<file path="src/rtl/fpu_issue_ctrl_pkg.sv">
// Package: fpu_issue_ctrl_pkg
// Shared definitions for the FP issue controller slice.
//  - op_class_t : decoded FP operation class (MOVE/ADD/MUL/DIV)
//  - DEF_LAT_*  : default issue->writeback latencies per class
//  - REG_W / NUM_REGS : FP register file index width and size
//  - lat_of()   : maps an op class to its issue->writeback latency
package fpu_issue_ctrl_pkg;

   localparam int DEF_LAT_ADD = 3;
   localparam int DEF_LAT_MUL = 3;
   localparam int DEF_LAT_DIV = 12;

   localparam int REG_W    = 5;
   localparam int NUM_REGS = 32;

   typedef enum logic [1:0] {
      OP_MOVE = 2'd0,
      OP_ADD  = 2'd1,
      OP_MUL  = 2'd2,
      OP_DIV  = 2'd3
   } op_class_t;

   // Latency of an op class; MOVE is a single-cycle register copy.
   function automatic int lat_of(op_class_t op, int lat_add, int lat_mul, int lat_div);
      case (op)
         OP_MOVE: return 1;
         OP_ADD:  return lat_add;
         OP_MUL:  return lat_mul;
         default: return lat_div;
      endcase
   endfunction

endpackage

</file>
<file path="src/rtl/fpu_issue_ctrl_if.sv">
// Interface: fpu_issue_ctrl_if
// Bundles the decode-side request, the issue handshake and the
// writeback/status outputs of the FP issue controller.
//  master : FP decode side (drives the op, observes ready/fire/writeback)
//  slave  : the issue controller itself
interface fpu_issue_ctrl_if;
   import fpu_issue_ctrl_pkg::*;

   logic             id_valid;
   logic [1:0]       op_class;
   logic [REG_W-1:0] rs1i;
   logic [REG_W-1:0] rs2i;
   logic             use_rs1;
   logic             use_rs2;
   logic [REG_W-1:0] rdi;
   logic             is_regwrite;
   logic             flush;
   logic             issue_ready;
   logic             issue_fire;
   logic             wb_valid;
   logic [REG_W-1:0] wb_rdi;
   logic             div_busy;

   modport master (
      output id_valid, op_class, rs1i, rs2i, use_rs1, use_rs2, rdi, is_regwrite, flush,
      input  issue_ready, issue_fire, wb_valid, wb_rdi, div_busy
   );

   modport slave (
      input  id_valid, op_class, rs1i, rs2i, use_rs1, use_rs2, rdi, is_regwrite, flush,
      output issue_ready, issue_fire, wb_valid, wb_rdi, div_busy
   );

endinterface

</file>
<file path="src/rtl/fpu_issue_ctrl_wb_reservation.sv">
// Module: fpu_wb_reservation
// Writeback reservation window: a DEPTH-entry shift register of
// {valid, rdi}. Slot k holds the write that reaches the register file
// k-1 cycles after the current one, so slot 1 is the write happening now.
// Ports:
//  clk, rst     : clock, synchronous active-high reset
//  ins_valid    : reserve a slot this cycle
//  ins_offset   : slot (after this cycle's shift) to reserve, 1..DEPTH
//  ins_rdi      : destination register of the reservation
//  wb_valid/rdi : contents of slot 1 (current writeback)
//  pend         : per-register mask of valid writes in slots 2..DEPTH
//  slot_free    : slot_free[k]=1 when slot k is empty; bit DEPTH+1 is
//                 always free so a DEPTH-latency op never sees a conflict
module fpu_wb_reservation
   import fpu_issue_ctrl_pkg::*;
#(
   parameter int DEPTH = DEF_LAT_DIV,
   localparam int OFF_W = $clog2(DEPTH + 2)
) (
   input  logic                clk,
   input  logic                rst,
   input  logic                ins_valid,
   input  logic [OFF_W-1:0]    ins_offset,
   input  logic [REG_W-1:0]    ins_rdi,
   output logic                wb_valid,
   output logic [REG_W-1:0]    wb_rdi,
   output logic [NUM_REGS-1:0] pend,
   output logic [DEPTH+1:1]    slot_free
);

   logic [DEPTH:1]   slot_vld;
   logic [REG_W-1:0] slot_rdi [DEPTH:1];

   // One-entry extension above the top slot so the shift reads an empty
   // entry into slot DEPTH without an out-of-range index.
   logic [DEPTH+1:1] vld_ext;
   logic [REG_W-1:0] rdi_ext [DEPTH+1:1];

   always_comb begin
      vld_ext = {1'b0, slot_vld};
      for (int k = 1; k <= DEPTH; k++) begin
         rdi_ext[k] = slot_rdi[k];
      end
      rdi_ext[DEPTH+1] = '0;
   end

   // Shift toward slot 1 every cycle and drop a new reservation into its
   // post-shift position. The issue logic guarantees that position is free,
   // so the insert never overwrites a shifted-in entry. Empty slots carry
   // rdi=0 so wb_rdi reads 0 whenever nothing is written.
   always_ff @(posedge clk) begin
      if (rst) begin
         slot_vld <= '0;
         for (int k = 1; k <= DEPTH; k++) begin
            slot_rdi[k] <= '0;
         end
      end else begin
         for (int k = 1; k <= DEPTH; k++) begin
            if (ins_valid && (ins_offset == OFF_W'(k))) begin
               slot_vld[k] <= 1'b1;
               slot_rdi[k] <= ins_rdi;
            end else begin
               slot_vld[k] <= vld_ext[k+1];
               slot_rdi[k] <= rdi_ext[k+1];
            end
         end
      end
   end

   // Registers with a write still in flight beyond the current writeback;
   // slot 1 is excluded because its value is forwarded from writeback.
   always_comb begin
      pend = '0;
      for (int k = 2; k <= DEPTH; k++) begin
         if (slot_vld[k]) begin
            pend[slot_rdi[k]] = 1'b1;
         end
      end
   end

   assign wb_valid  = slot_vld[1];
   assign wb_rdi    = slot_rdi[1];
   assign slot_free = {1'b1, ~slot_vld};

endmodule

</file>
<file path="src/rtl/fpu_issue_ctrl.sv">
// Module: fpu_issue_ctrl
// In-order issue controller for the FPU pipeline. Each cycle it decides
// whether the op in FP decode may issue, checking RAW/WAW hazards against
// pending writes, the single writeback port and the non-pipelined
// div/sqrt unit, and it drives the FP register file writeback.
// Ports:
//  clk, rst : clock, synchronous active-high reset
//  bus      : fpu_issue_ctrl_if.slave (decode request, issue_ready,
//             issue_fire, wb_valid, wb_rdi, div_busy)
// LAT_DIV must be at least max(LAT_ADD, LAT_MUL): the reservation window
// is LAT_DIV slots deep and every latency must fit inside it.
module fpu_issue_ctrl
   import fpu_issue_ctrl_pkg::*;
#(
   parameter int LAT_ADD = DEF_LAT_ADD,
   parameter int LAT_MUL = DEF_LAT_MUL,
   parameter int LAT_DIV = DEF_LAT_DIV
) (
   input logic             clk,
   input logic             rst,
   fpu_issue_ctrl_if.slave bus
);

   localparam int WB_DEPTH = LAT_DIV;
   localparam int OFF_W    = $clog2(WB_DEPTH + 2);
   localparam int CNT_W    = $clog2(LAT_DIV + 1);

   op_class_t          op;
   int                 lat;
   logic [OFF_W-1:0]   ins_offset;
   logic [OFF_W-1:0]   port_idx;
   logic               wb_valid;
   logic [REG_W-1:0]   wb_rdi;
   logic [NUM_REGS-1:0] pend;
   logic [WB_DEPTH+1:1] slot_free;
   logic [CNT_W-1:0]   div_cnt;
   logic               div_busy;
   logic               raw_hz;
   logic               waw_hz;
   logic               port_hz;
   logic               div_hz;
   logic               issue_ready;
   logic               issue_fire;

   assign op = op_class_t'(bus.op_class);

   // The new result lands in slot L after the shift, which is slot L+1 now.
   always_comb begin
      lat        = lat_of(op, LAT_ADD, LAT_MUL, LAT_DIV);
      ins_offset = OFF_W'(lat);
      port_idx   = OFF_W'(lat + 1);
   end

   // Hazard checks. A source being written this cycle is not a RAW hazard
   // because execute forwards it from writeback, but a destination matching
   // even the current writeback still blocks to keep write order simple.
   always_comb begin
      raw_hz  = (bus.use_rs1 & pend[bus.rs1i]) | (bus.use_rs2 & pend[bus.rs2i]);
      waw_hz  = bus.is_regwrite & (pend[bus.rdi] | (wb_valid & (wb_rdi == bus.rdi)));
      port_hz = bus.is_regwrite & ~slot_free[port_idx];
      div_hz  = (op == OP_DIV) & div_busy;
      issue_ready = ~(raw_hz | waw_hz | port_hz | div_hz);
      issue_fire  = bus.id_valid & issue_ready & ~bus.flush;
   end

   fpu_wb_reservation #(
      .DEPTH (WB_DEPTH)
   ) u_resv (
      .clk        (clk),
      .rst        (rst),
      .ins_valid  (issue_fire & bus.is_regwrite),
      .ins_offset (ins_offset),
      .ins_rdi    (bus.rdi),
      .wb_valid   (wb_valid),
      .wb_rdi     (wb_rdi),
      .pend       (pend),
      .slot_free  (slot_free)
   );

   // Div/sqrt occupancy: loaded with LAT_DIV on issue so the unit reads busy
   // through its writeback cycle and frees up on the following cycle.
   always_ff @(posedge clk) begin
      if (rst) begin
         div_cnt <= '0;
      end else if (issue_fire && (op == OP_DIV)) begin
         div_cnt <= CNT_W'(LAT_DIV);
      end else if (div_cnt != '0) begin
         div_cnt <= div_cnt - CNT_W'(1);
      end
   end

   assign div_busy = (div_cnt != '0);

   assign bus.issue_ready = issue_ready;
   assign bus.issue_fire  = issue_fire;
   assign bus.wb_valid    = wb_valid;
   assign bus.wb_rdi      = wb_rdi;
   assign bus.div_busy    = div_busy;

endmodule
</file>
<file path="src/flat_wrapper.sv">
// flat-port wrapper written by rule: the top's interface ports become plain ports
module fpu_issue_ctrl_flat import fpu_issue_ctrl_pkg::*;
#(
   parameter int LAT_ADD = DEF_LAT_ADD,
   parameter int LAT_MUL = DEF_LAT_MUL,
   parameter int LAT_DIV = DEF_LAT_DIV
)
  (clk, rst, bus_id_valid, bus_op_class, bus_rs1i, bus_rs2i, bus_use_rs1, bus_use_rs2, bus_rdi, bus_is_regwrite, bus_flush, bus_issue_ready, bus_issue_fire, bus_wb_valid, bus_wb_rdi, bus_div_busy);
  fpu_issue_ctrl_if bus_i ();
  input logic clk;
  input logic rst;
  input wire logic [$bits(bus_i.id_valid)-1:0] bus_id_valid;
  input wire logic [$bits(bus_i.op_class)-1:0] bus_op_class;
  input wire logic [$bits(bus_i.rs1i)-1:0] bus_rs1i;
  input wire logic [$bits(bus_i.rs2i)-1:0] bus_rs2i;
  input wire logic [$bits(bus_i.use_rs1)-1:0] bus_use_rs1;
  input wire logic [$bits(bus_i.use_rs2)-1:0] bus_use_rs2;
  input wire logic [$bits(bus_i.rdi)-1:0] bus_rdi;
  input wire logic [$bits(bus_i.is_regwrite)-1:0] bus_is_regwrite;
  input wire logic [$bits(bus_i.flush)-1:0] bus_flush;
  output wire logic [$bits(bus_i.issue_ready)-1:0] bus_issue_ready;
  output wire logic [$bits(bus_i.issue_fire)-1:0] bus_issue_fire;
  output wire logic [$bits(bus_i.wb_valid)-1:0] bus_wb_valid;
  output wire logic [$bits(bus_i.wb_rdi)-1:0] bus_wb_rdi;
  output wire logic [$bits(bus_i.div_busy)-1:0] bus_div_busy;
  assign bus_i.id_valid = bus_id_valid;
  assign bus_i.op_class = bus_op_class;
  assign bus_i.rs1i = bus_rs1i;
  assign bus_i.rs2i = bus_rs2i;
  assign bus_i.use_rs1 = bus_use_rs1;
  assign bus_i.use_rs2 = bus_use_rs2;
  assign bus_i.rdi = bus_rdi;
  assign bus_i.is_regwrite = bus_is_regwrite;
  assign bus_i.flush = bus_flush;
  assign bus_issue_ready = bus_i.issue_ready;
  assign bus_issue_fire = bus_i.issue_fire;
  assign bus_wb_valid = bus_i.wb_valid;
  assign bus_wb_rdi = bus_i.wb_rdi;
  assign bus_div_busy = bus_i.div_busy;
  fpu_issue_ctrl #(.LAT_ADD(LAT_ADD), .LAT_MUL(LAT_MUL), .LAT_DIV(LAT_DIV)) u_core (.clk(clk), .rst(rst), .bus(bus_i));
endmodule
</file>
<file path="config.mk">
export PLATFORM = sky130hd
export DESIGN_NAME = fpu_issue_ctrl_flat
export DESIGN_NICKNAME = d
export VERILOG_FILES = /design/src/rtl/fpu_issue_ctrl_pkg.sv /design/src/rtl/fpu_issue_ctrl_if.sv /design/src/rtl/fpu_issue_ctrl_wb_reservation.sv /design/src/rtl/fpu_issue_ctrl.sv /design/src/flat_wrapper.sv
export SDC_FILE = /design/constraint.sdc
export NUM_CORES = 1
export LEC_CHECK = 0
export BUFFER_PORTS_ARGS = -buffer_cell sky130_fd_sc_hd__buf_2
export CAP_MARGIN = 10
export CORE_MARGIN = 1.5
export CORE_UTILIZATION = 40
export CTS_CLUSTER_DIAMETER = 100
export DETAILED_ROUTE_END_ITERATION = 10
export SETUP_SLACK_MARGIN = 0.1
export SLEW_MARGIN = 40
export SYNTH_ARGS = -nofsm -noshare
export SYNTH_HDL_FRONTEND = slang
export SYNTH_SLANG_ARGS = --single-unit
export TNS_END_PERCENT = 30
</file>
<file path="constraint.sdc">
create_clock -name clk -period 5.5 [get_ports clk]
set_input_delay 0.275 -clock clk [delete_from_list [all_inputs] [get_ports clk]]
set_output_delay 0.275 -clock clk [all_outputs]
set_load 0.005 [all_outputs]
</file>
==> results.md <==
- Status: complete, but fails checks
- Violated checks: DRC
- Core region area: about 0.017 mm^2
- Slew Limit Fails: 0
- Post-DR wirelength/cell: 31.24 um
- Startpoint types: flop
- Critical path class: reg2reg
- Gpl congestion: 1.062
- Tightest Hold Check Type: in2reg
- # IOs: 33
- Area share of the largest cell type after synthesis: 0.1639
- Die Width: 133.8 um
- CTS tree: built
- Drt drc: 1
- Peak fanout along the critical path: 8
- Warnings, synthesis: 0
- Routed Antenna Nets: 0
- FP Rows: 47
- Maximum clock frequency: 241.8 MHz
- Commonest non-fill, non-tap cell in the layout: o22ai_1
- WL final: 34830 um
- Hold path depth: 3
- 1st-iter DRT viols: 1332
- H-tree levels: 3
- DRT Pass-1 Iters: 8
- Clk pwr share: 0.397
- Global Route Usage Sum: 0.3862
- Final hold violation count: 0
- Clock-pin slew on the worst setup and hold paths: roughly 0.06 ns
- Leakage power: about 2.5 nW
- Root Buffer: clkbuf_16
- Async SR Flop Fraction: 0
- Hold slack: between 0.3 and 0.4 ns
- Largest net degree at the start of global routing: 77
- Via Count: about 8000
- Synth Instances: around 900
- Crit path DAT: 4.23 ns
- Logic pwr share: 0.174
- FF-to-FF path depth: 10
- Post-CTS Setup Bufs: 0
- Sink Count: 76
- Area leader, netlist: dfxtp_1
- CP endpoint kind: flop
- Pint: ~1 mW
- Top cells by area, synth: dfxtp_1, o22ai_1, edfxtp_1
- IO Port Bufs: 32
- Switch Pwr: 446.2 uW
- RSZ-0062 raised after global routing: no
- Final min period: around 4.1 ns
- TritonCTS buffer count: 9
- Final period utilization: 0.7520
- Yosys cell types: 69
- Flops & latches, synth: 76
- P&R area growth vs syn: 8.817%
- Maximum vdd drop: ~130 uV
- Switching Fraction: 0.3076
- Max Cap Viol: 0
- Share of layout cells above drive strength 1: 0.1085
- PD cells: ~190 mW/mm^2
- First-pass GRT wire length: 50470 um
- Via count of the first global-routing pass: 7642
- Mapped Area: 0.006840 mm^2
- Main flop type after synthesis: dfxtp_1
- Post-CTS Resized: 0
- Initial Util: 0.4110
- Slew at the pin with the worst max-slew slack: between 0.9 and 1 ns
- Total grt overflow: 0
- Register share of total power: 0.429
- DR vias/cell: 7.359
- Worst Path Required: 5.59 ns
- Syn avg cell area: 7.791 um^2
- DP HPWL: 25580 um
- Clk_lat worst skew: 0.35 ns
- Worst slew margin: 0.3406
- Setup TNS: 0 ns
- # nets final: 918
- Antenna violations before repair: 1
- Die Height: 133.8 um
- Final setup fails: 0
- Skew final: 0.007198 ns
- Die area: 0.01789 mm^2
- CTS hold repair buffers: 0
- Post-synth EDFFs: 20
- Seq/Total Area, Yosys: 0.2517
- Most frequent cells in the layout: o22ai_1, nor2_1, nor2b_1, dfxtp_1, nand2b_1
- Clock Path Buffers: 2
[cell families after synthesis]
logic type                 after synthesis  synth area share
buffers and inverters                   80           0.04920
DFF                                     76            0.2517
AOI/OAI and AO/OA                      253            0.2502
muxes                                   13           0.01902
adders and majority gates                5          0.009146
and+or+nand+nor                        444            0.4125
other                                    1         0.0005482
xor gates and xnor gates                 6          0.007682
[critical path: stages, from the launching register on]
cell,delay [ns]
dfxtp_1,0.37
nand2b_1,0.58
o22ai_1,0.18
nor4_1,0.78
a31oi_1,0.19
a22oi_1,0.22
o211ai_1,0.16
a21oi_1,0.25
nand4bb_4,0.20
or4_1,0.75
mux2i_1,0.19
[synthesized netlist by cell type (all sizes together), types with 6 or more instances]
cell     number
nand3        33
or4b         11
or4bb        26
nor4         27
nor2         99
nand2        36
nor3         14
buf          22
and2          8
nand4        30
o21ai        13
a32oi         8
nor2b        56
nand2b       41
mux2i        13
o211ai       11
o22ai       155
xnor2         6
dfxtp        56
a31oi        10
edfxtp       20
nand4b       35
o2111ai       6
or2          12
a21oi        16
clkbuf       37
inv          18
[power groups by stage]
| stage | clock (mW) | sequential (mW) | combinational (mW) |
|---|---|---|---|
| finish | 0.575 | 0.623 | 0.252 |
| global route | 0.606 | 0.626 | 0.276 |
| CTS | 0.580 | 0.622 | 0.246 |
| detailed placement | 0 | 0.634 | 0.245 |
| global placement | 0 | 0.633 | 0.247 |
| floorplan | 0 | 0.625 | 0.177 |
[worst paths after layout]
check | startpoint | endpoint | slack (ns)
worst max-delay path | u_core.u_resv.slot_rdi[0][41]$_SDFF_PP0_ | u_core.u_resv.slot_rdi[0][18]$_DFFE_PP_ | 1.36
worst min register to register | u_core.u_resv.slot_rdi[0][55]$_SDFF_PP0_ | u_core.u_resv.slot_rdi[0][50]$_SDFF_PP0_ | 0.50
worst max register to register | u_core.u_resv.slot_rdi[0][41]$_SDFF_PP0_ | u_core.u_resv.slot_rdi[0][18]$_DFFE_PP_ | 1.36
worst min-delay path | bus_is_regwrite | u_core.div_cnt[0]$_SDFFE_PP0P_ | 0.38
[flip-flops by register name (all words and copies together) (netlist names)]
name	count
u_core.div_cnt	4
u_core.u_resv.slot_rdi	60
u_core.u_resv.slot_vld	12
[layer usage]
layer	vias to the layer above	wire, um	track usage
met2	715	14260	0.5444
met5	-	9	0.02500
met4	2	2300	0.2343
met3	193	4626	0.1255
met1	3835	13630	0.5076
li1	3460	-	-
[through the flow]
stage	std cells	total power [mW]	cell area, um^2	setup WS, ns	util
2_1_floorplan	897	0.8023	6912	2.394	-
3_3_place_gp	1097	0.8806	7142	1.455	0.4291
3_5_place_dp	1097	0.8789	7142	1.488	0.4291
4_1_cts	1113	1.448	7423	1.465	0.4461
5_1_grt	1115	1.508	7443	1.168	0.4473
6_report	1115	1.450	7443	1.364	0.4473
[area by class of cell]
type,count,area (um^2)
clock buffer,9,225.2
fill,1704,9199
clock inverter,7,56.30
tap,220,275.3
inverter,21,78.83
sequential,76,1722
multi-input combinational,741,4866
antenna,1,2.502
timing repair buffer,40,217.7
No activity file was read; power rests on OpenSTA's default activity.
